--- src/rtl/loader_pkg.sv ---
// Shared definitions for the serial instruction-memory loader.
// Optional feature: define LOADER_CHECKSUM_EN to add the trailing checksum byte (CHK state).
package loader_pkg;

    localparam int unsigned LOADER_ADDR_W    = 10;
    localparam int unsigned LOADER_MAX_WORDS = 1024;
    localparam int unsigned BYTES_PER_WORD   = 4;

    typedef enum logic [2:0] {
        IDLE   = 3'd0,
        LEN_LO = 3'd1,
        LEN_HI = 3'd2,
        DATA   = 3'd3,
        WRITE  = 3'd4,
`ifdef LOADER_CHECKSUM_EN
        CHK    = 3'd5,
`endif
        DONE   = 3'd6
    } loader_state_e;

    // States in which the loader is willing to take a stream byte.
    function automatic logic accepts_byte(input loader_state_e s);
        case (s)
            LEN_LO, LEN_HI, DATA: return 1'b1;
`ifdef LOADER_CHECKSUM_EN
            CHK:                  return 1'b1;
`endif
            default:              return 1'b0;
        endcase
    endfunction

endpackage

--- src/rtl/loader_word_assembler.sv ---
// Little-endian byte-to-word assembler: shifts bytes in from the top so the
// first byte of a word ends up in bits 7:0 and the fourth in bits 31:24.
module loader_word_assembler
    import loader_pkg::*;
(
    input  logic        clk,
    input  logic        rst,
    input  logic        clear,
    input  logic        shift,
    input  logic [7:0]  data_byte,
    output logic [31:0] word,
    output logic        word_complete
);

    localparam logic [1:0] LAST_BYTE = 2'(BYTES_PER_WORD - 1);

    logic [1:0] byte_cnt;

    // Shift register and 0..3 byte position; clear drops any partial word.
    always_ff @(posedge clk or posedge rst) begin
        if (rst) begin
            word     <= '0;
            byte_cnt <= '0;
        end else if (clear) begin
            word     <= '0;
            byte_cnt <= '0;
        end else if (shift) begin
            word     <= {data_byte, word[31:8]};
            byte_cnt <= byte_cnt + 2'd1;
        end
    end

    // Flags the shift that completes a word, so the next cycle can write it.
    always_comb begin
        word_complete = shift && (byte_cnt == LAST_BYTE);
    end

endmodule

--- src/rtl/instrmem_loader.sv ---
// Serial program loader: reads a 16-bit little-endian word count followed by
// the program bytes, writes each assembled 32-bit word into instruction memory
// and releases the CPU reset once the load has finished.
// Optional feature: define LOADER_CHECKSUM_EN to expect a trailing XOR checksum byte.
module instrmem_loader
    import loader_pkg::*;
#(
    parameter int ADDR_W    = LOADER_ADDR_W,
    parameter int MAX_WORDS = LOADER_MAX_WORDS
) (
    input  logic              i_CLK,
    input  logic              i_RST,
    input  logic              i_Start,
    input  logic [7:0]        i_Byte,
    input  logic              i_Byte_Valid,
    output logic              o_Byte_Ready,
    output logic [ADDR_W-1:0] o_InstrMEM_Write_Addr,
    output logic [31:0]       o_InstrMEM_Write_Instr,
    output logic              o_InstrMEM_MemWrite,
    output logic              o_CPU_RSTN,
    output logic              o_Busy,
    output logic              o_Done,
    output logic              o_Error
);

    localparam logic [15:0] MAX_W16 = 16'(MAX_WORDS);

`ifdef LOADER_CHECKSUM_EN
    localparam loader_state_e AFTER_DATA = CHK;
`else
    localparam loader_state_e AFTER_DATA = DONE;
`endif

    loader_state_e     state;
    loader_state_e     state_next;

    logic              xfer;
    logic              start_load;
    logic [7:0]        len_lo;
    logic [15:0]       len_full;
    logic              len_over;
    logic [15:0]       n_words;
    logic [15:0]       word_cnt;
    logic              last_word;
    logic [ADDR_W-1:0] addr;
    logic              error;
    logic [31:0]       asm_word;
    logic              word_complete;
`ifdef LOADER_CHECKSUM_EN
    logic [7:0]        chk_xor;
`endif

    // Handshake, length decode and end-of-load detection.
    always_comb begin
        xfer       = o_Byte_Ready && i_Byte_Valid;
        start_load = i_Start && ((state == IDLE) || (state == DONE));
        len_full   = {i_Byte, len_lo};
        len_over   = len_full > MAX_W16;
        last_word  = (word_cnt + 16'd1) == n_words;
    end

    // State register.
    always_ff @(posedge i_CLK or posedge i_RST) begin
        if (i_RST) begin
            state <= IDLE;
        end else begin
            state <= state_next;
        end
    end

    // Next-state logic.
    always_comb begin
        state_next = state;
        case (state)
            IDLE: begin
                if (i_Start) state_next = LEN_LO;
            end
            LEN_LO: begin
                if (xfer) state_next = LEN_HI;
            end
            LEN_HI: begin
                if (xfer) state_next = (len_full != 16'd0) ? DATA : AFTER_DATA;
            end
            DATA: begin
                if (word_complete) state_next = WRITE;
            end
            WRITE: begin
                state_next = last_word ? AFTER_DATA : DATA;
            end
`ifdef LOADER_CHECKSUM_EN
            CHK: begin
                if (xfer) state_next = DONE;
            end
`endif
            DONE: begin
                if (i_Start) state_next = LEN_LO;
            end
            default: state_next = IDLE;
        endcase
    end

    // Length, word counter, write address, error flag and checksum accumulator.
    always_ff @(posedge i_CLK or posedge i_RST) begin
        if (i_RST) begin
            len_lo   <= '0;
            n_words  <= '0;
            word_cnt <= '0;
            addr     <= '0;
            error    <= 1'b0;
`ifdef LOADER_CHECKSUM_EN
            chk_xor  <= '0;
`endif
        end else if (start_load) begin
            n_words  <= '0;
            word_cnt <= '0;
            addr     <= '0;
            error    <= 1'b0;
`ifdef LOADER_CHECKSUM_EN
            chk_xor  <= '0;
`endif
        end else begin
`ifdef LOADER_CHECKSUM_EN
            // The checksum covers the length header as well as the payload.
            if (xfer && (state != CHK)) chk_xor <= chk_xor ^ i_Byte;
`endif
            case (state)
                LEN_LO: begin
                    if (xfer) len_lo <= i_Byte;
                end
                LEN_HI: begin
                    if (xfer) begin
                        n_words <= len_over ? MAX_W16 : len_full;
                        if (len_over) error <= 1'b1;
                    end
                end
                WRITE: begin
                    word_cnt <= word_cnt + 16'd1;
                    // Address only advances when another word follows, so it never wraps.
                    if (!last_word) addr <= addr + ADDR_W'(1);
                end
`ifdef LOADER_CHECKSUM_EN
                CHK: begin
                    if (xfer && (i_Byte != chk_xor)) error <= 1'b1;
                end
`endif
                default: ;
            endcase
        end
    end

    loader_word_assembler u_word_assembler (
        .clk           (i_CLK),
        .rst           (i_RST),
        .clear         (start_load),
        .shift         (xfer && (state == DATA)),
        .data_byte     (i_Byte),
        .word          (asm_word),
        .word_complete (word_complete)
    );

    // Outputs decoded from state plus the datapath registers.
    always_comb begin
        o_Byte_Ready           = accepts_byte(state);
        o_InstrMEM_Write_Addr  = addr;
        o_InstrMEM_Write_Instr = asm_word;
        o_InstrMEM_MemWrite    = (state == WRITE);
        o_CPU_RSTN             = (state == DONE);
        o_Busy                 = (state != IDLE) && (state != DONE);
        o_Done                 = (state == DONE);
        o_Error                = error;
    end

endmodule

--- config.mk ---
export PLATFORM = sky130hd
export DESIGN_NAME = instrmem_loader
export DESIGN_NICKNAME = d
export VERILOG_FILES = /design/src/rtl/loader_pkg.sv /design/src/rtl/loader_word_assembler.sv /design/src/rtl/instrmem_loader.sv
export SDC_FILE = /design/constraint.sdc
export NUM_CORES = 1
export LEC_CHECK = 0
export CORE_UTILIZATION = 50
export CTS_CLUSTER_SIZE = 16
export DETAILED_ROUTE_END_ITERATION = 12
export PLACE_DENSITY = 0.76
export SYNTH_ARGS = -nofsm -noshare
export SYNTH_HDL_FRONTEND = slang
export SYNTH_SLANG_ARGS = --single-unit
--- constraint.sdc ---
create_clock -name i_CLK -period 2.6 [get_ports i_CLK]
set_input_delay 0.52 -clock i_CLK [delete_from_list [all_inputs] [get_ports i_CLK]]
set_output_delay 0.52 -clock i_CLK [all_outputs]
set_load 0.02 [all_outputs]
==> results.yml <==
status:
  outcome: "finished clean"
synth:
  async_reset_ff_share_pct: 100
  netlist_top_cells_area: "dfrtp_1 49%, nand2_1 7.4%, a21oi_1 4.8%"
  ys_seq_elements: 88
  yosysSeqAreaShare_pct: 48.9
  postSynthAreaPerCell_um2: 9.41
  ys_top_cells_by_count: "89 x nand2_1, 88 x dfrtp_1, 43 x a21oi_1"
  synthAdderAreaFrac_pct: 0.833
  synth_top_area_share_pct: 48.9
  synth_top_family_by_area: "simple AND/OR/NAND/NOR gates"
  synth_compound_area_share_pct: 15.2
  synth_cell_types: 56
  synth_xor_area_share_pct: 5.05
  netlist_instances: 479
  synthMuxAreaShare_pct: 3.55
  synth-main-ff-cell: "dfrtp_1"
  synth_largest_area_cell: "dfrtp_1"
  synth_warnings: 0
  yosys.area_share.simple_pct: 21.7
  yosysMostFrequentCell: "nand2_1"
  synth-edff-count: 0
  syn_area_um2: 4510
  synth_fp_nets: 494
setup_path:
  end_kind: "primary output"
  crit_chain: "buf_4 > nor2b_1 > nor3_2 > inv_1 > clkdlybuf4s50_1"
  worstPathMaxFanout: 8
  path_class: "reg -> out"
  slowest_delay_ps: 590
  startpoint_type: "flip-flop"
  cp.arrival_ps: 1970
  crit_slowest_cell: "clkdlybuf4s50_1"
  required_ps: 2080
sta:
  drv_slew: 0
  relSlewSlack_pct: 53.8
  hold_viol_final: 0
  setup_viol: 0
  post-route-period-util_pct: 95.8
  rsz0062_at_grt: "no"
  min_period_ps: 2490
  worst_pin_slew_ps: 691
  whs_ps: 524
  setup_slack_ps: 108
  skew_ps: 12.6
  finalSetupTns_ps: 0
  clock.fmax_mhz: 401
floorplan:
  die_area_um2: 9390
  core_area_um2: 8720
  initial_core_util_pct: 51.7
  io_pins: 60
  die-width_um: 96.9
  rows: 34
  fp.dieH_um: 96.9
drt:
  drtIter0Drc: 168
  drc: 0
  wl_mm: 10.6
  route.vias.total: 3790
  postRouteAntennaNets: 0
  routed_via_density: 5.81
  wl_per_cell_um: 16.2
  drt_pre_antenna_iters: 6
place:
  gp_congestion: 0.938
  dp_hpwl_mm: 7.56
  numPortBuffers: 59
  postPlaceCellArea_um2: 5270
  dpl.cell_count: 635
  pre_cts_ws_ps: 79.4
finish:
  syn2layout_area_growth_pct: 22.4
  final_util_pct: 63.3
  final_cells: 652
  drive_gt1_share_pct: 14.0
  antenna_cells: 0
  design_area_um2: 5520
  final_nets: 554
clock_tree:
  clock-root-buffer: "clkbuf_8"
  cts_tree: "built"
  clk_latency_ps: 360
  htree_levels: 3
  numCtsBuffers: 9
  cts_buffer_depth: 2
  clk_pin_slew_worst_paths_ps: 90
  cts.sink_count: 88
job:
  max-cap-violations: 0
power_and_ir_drop:
  powerDensity_nw_per_um2: 844
  peakVddDrop_mv: 0.528
  power_mw: 4.66
  power_leakage_nw: 2.31
grt:
  grt_usage_pct: 23.6
  grt.overflow.total: 0
  grt_pass1_vias: 3793
  antenna_found_initial: 0
  grt_pass1_wl_mm: 18.1
  grt_max_degree: 40
hold_path:
  hp-class: "reg -> reg"
==> per-layer routing <==
| metal | routed length [µm] | vias up | global-route usage [%] |
|---|---|---|---|
| met2 | 5200 | 96 | 39.7 |
| met3 | 581 | 11 | 5.06 |
| met4 | 115 | 0 | 7.92 |
| li1 | - | 1800 | - |
| met1 | 4690 | 1883 | 30.3 |
| met5 | 0 | - | 0 |
==> what timing repair did <==
action | in CTS | in global routing
endpoints found under the setup margin | 0 | 9
buffers inserted | 0 | 1
hold buffers | 0 | 0
gates resized for setup | 0 | 12
==> cell type report <==
class / instances / area, µm²
Tap cell: 108 / 135
Multi-Input combinational cell: 346 / 2120
Timing Repair Buffer: 85 / 811
Sequential cell: 88 / 2210
Inverter: 9 / 41.3
Fill cell: 728 / 3200
Clock inverter: 7 / 77.6
Clock buffer: 9 / 124
==> worst paths after layout <==
path	startpoint	to	depth (start not counted)	slack [ps]
worst max-delay path	state[1]$_DFFE_PP0P_	o_Busy	5	110
worst min-delay path	len_lo[4]$_DFFE_PP0P_	n_words[4]$_DFFE_PP0P_	1	520
worst max register to register	word_cnt[9]$_DFFE_PP0P_	o_InstrMEM_Write_Addr[8]$_DFFE_PP0P_	8	130
worst min register to register	len_lo[4]$_DFFE_PP0P_	n_words[4]$_DFFE_PP0P_	1	520
max in group asynchronous	i_RST	len_lo[5]$_DFFE_PP0P_	3	1400
min in group asynchronous	i_RST	len_lo[1]$_DFFE_PP0P_	2	570
==> placed cells by master, fill, tap and decap left out, types with 3 or more instances in the layout <==
cell type / Yosys / final
a21oi_1: 43 / 43
a22o_1: 11 / 11
and2_1: 3 / 3
and3_1: 8 / 7
buf_4: 6 / 24
clkbuf_8: 0 / 9
clkdlybuf4s50_1: 0 / 59
dfrtp_1: 88 / 82
dfrtp_2: 0 / 6
ha_1: 3 / 3
inv_1: 8 / 7
mux2_2: 8 / 8
mux2i_1: 7 / 7
nand2_1: 89 / 89
nand2b_1: 5 / 5
nand3_1: 13 / 12
nand3_2: 2 / 3
nand4_1: 8 / 8
nor2_1: 28 / 28
nor2b_1: 3 / 3
nor3_1: 11 / 9
nor3_2: 1 / 3
nor4_1: 5 / 4
nor4_2: 4 / 4
o211ai_1: 5 / 5
o21ai_0: 19 / 19
o31ai_1: 10 / 10
or3_1: 3 / 3
xnor2_1: 19 / 19
xor2_1: 7 / 7
==> cell families after synthesis <==
group	count (synthesis)
compound gates	107
xor+xnor	26
fa+ha+maj	3
buf+inv	45
flops	88
mux	15
simple gates	195
==> worst max-delay path, delay by kind of cell (launching register included) <==
| kind | cells | cell delay (ps) |
|---|---|---|
| flip-flops | 1 | 470 |
| AND/OR/NAND/NOR | 2 | 320 |
| buffers and inverters | 3 | 840 |
==> flip-flops by register name, indices dropped and copies added (netlist names) <==
name,cells
len_lo,8
n_words,16
o_Error,1
o_InstrMEM_Write_Addr,10
state,3
u_word_assembler.byte_cnt,2
u_word_assembler.word,32
word_cnt,16
==> where the power goes <==
group	switching, mW	total, mW	internal [mW]
Sequential	0.250	1.88	1.63
Clock	0.516	0.971	0.455
Combinational	1.04	1.80	0.765
Power figures use the tool's default switching activity.
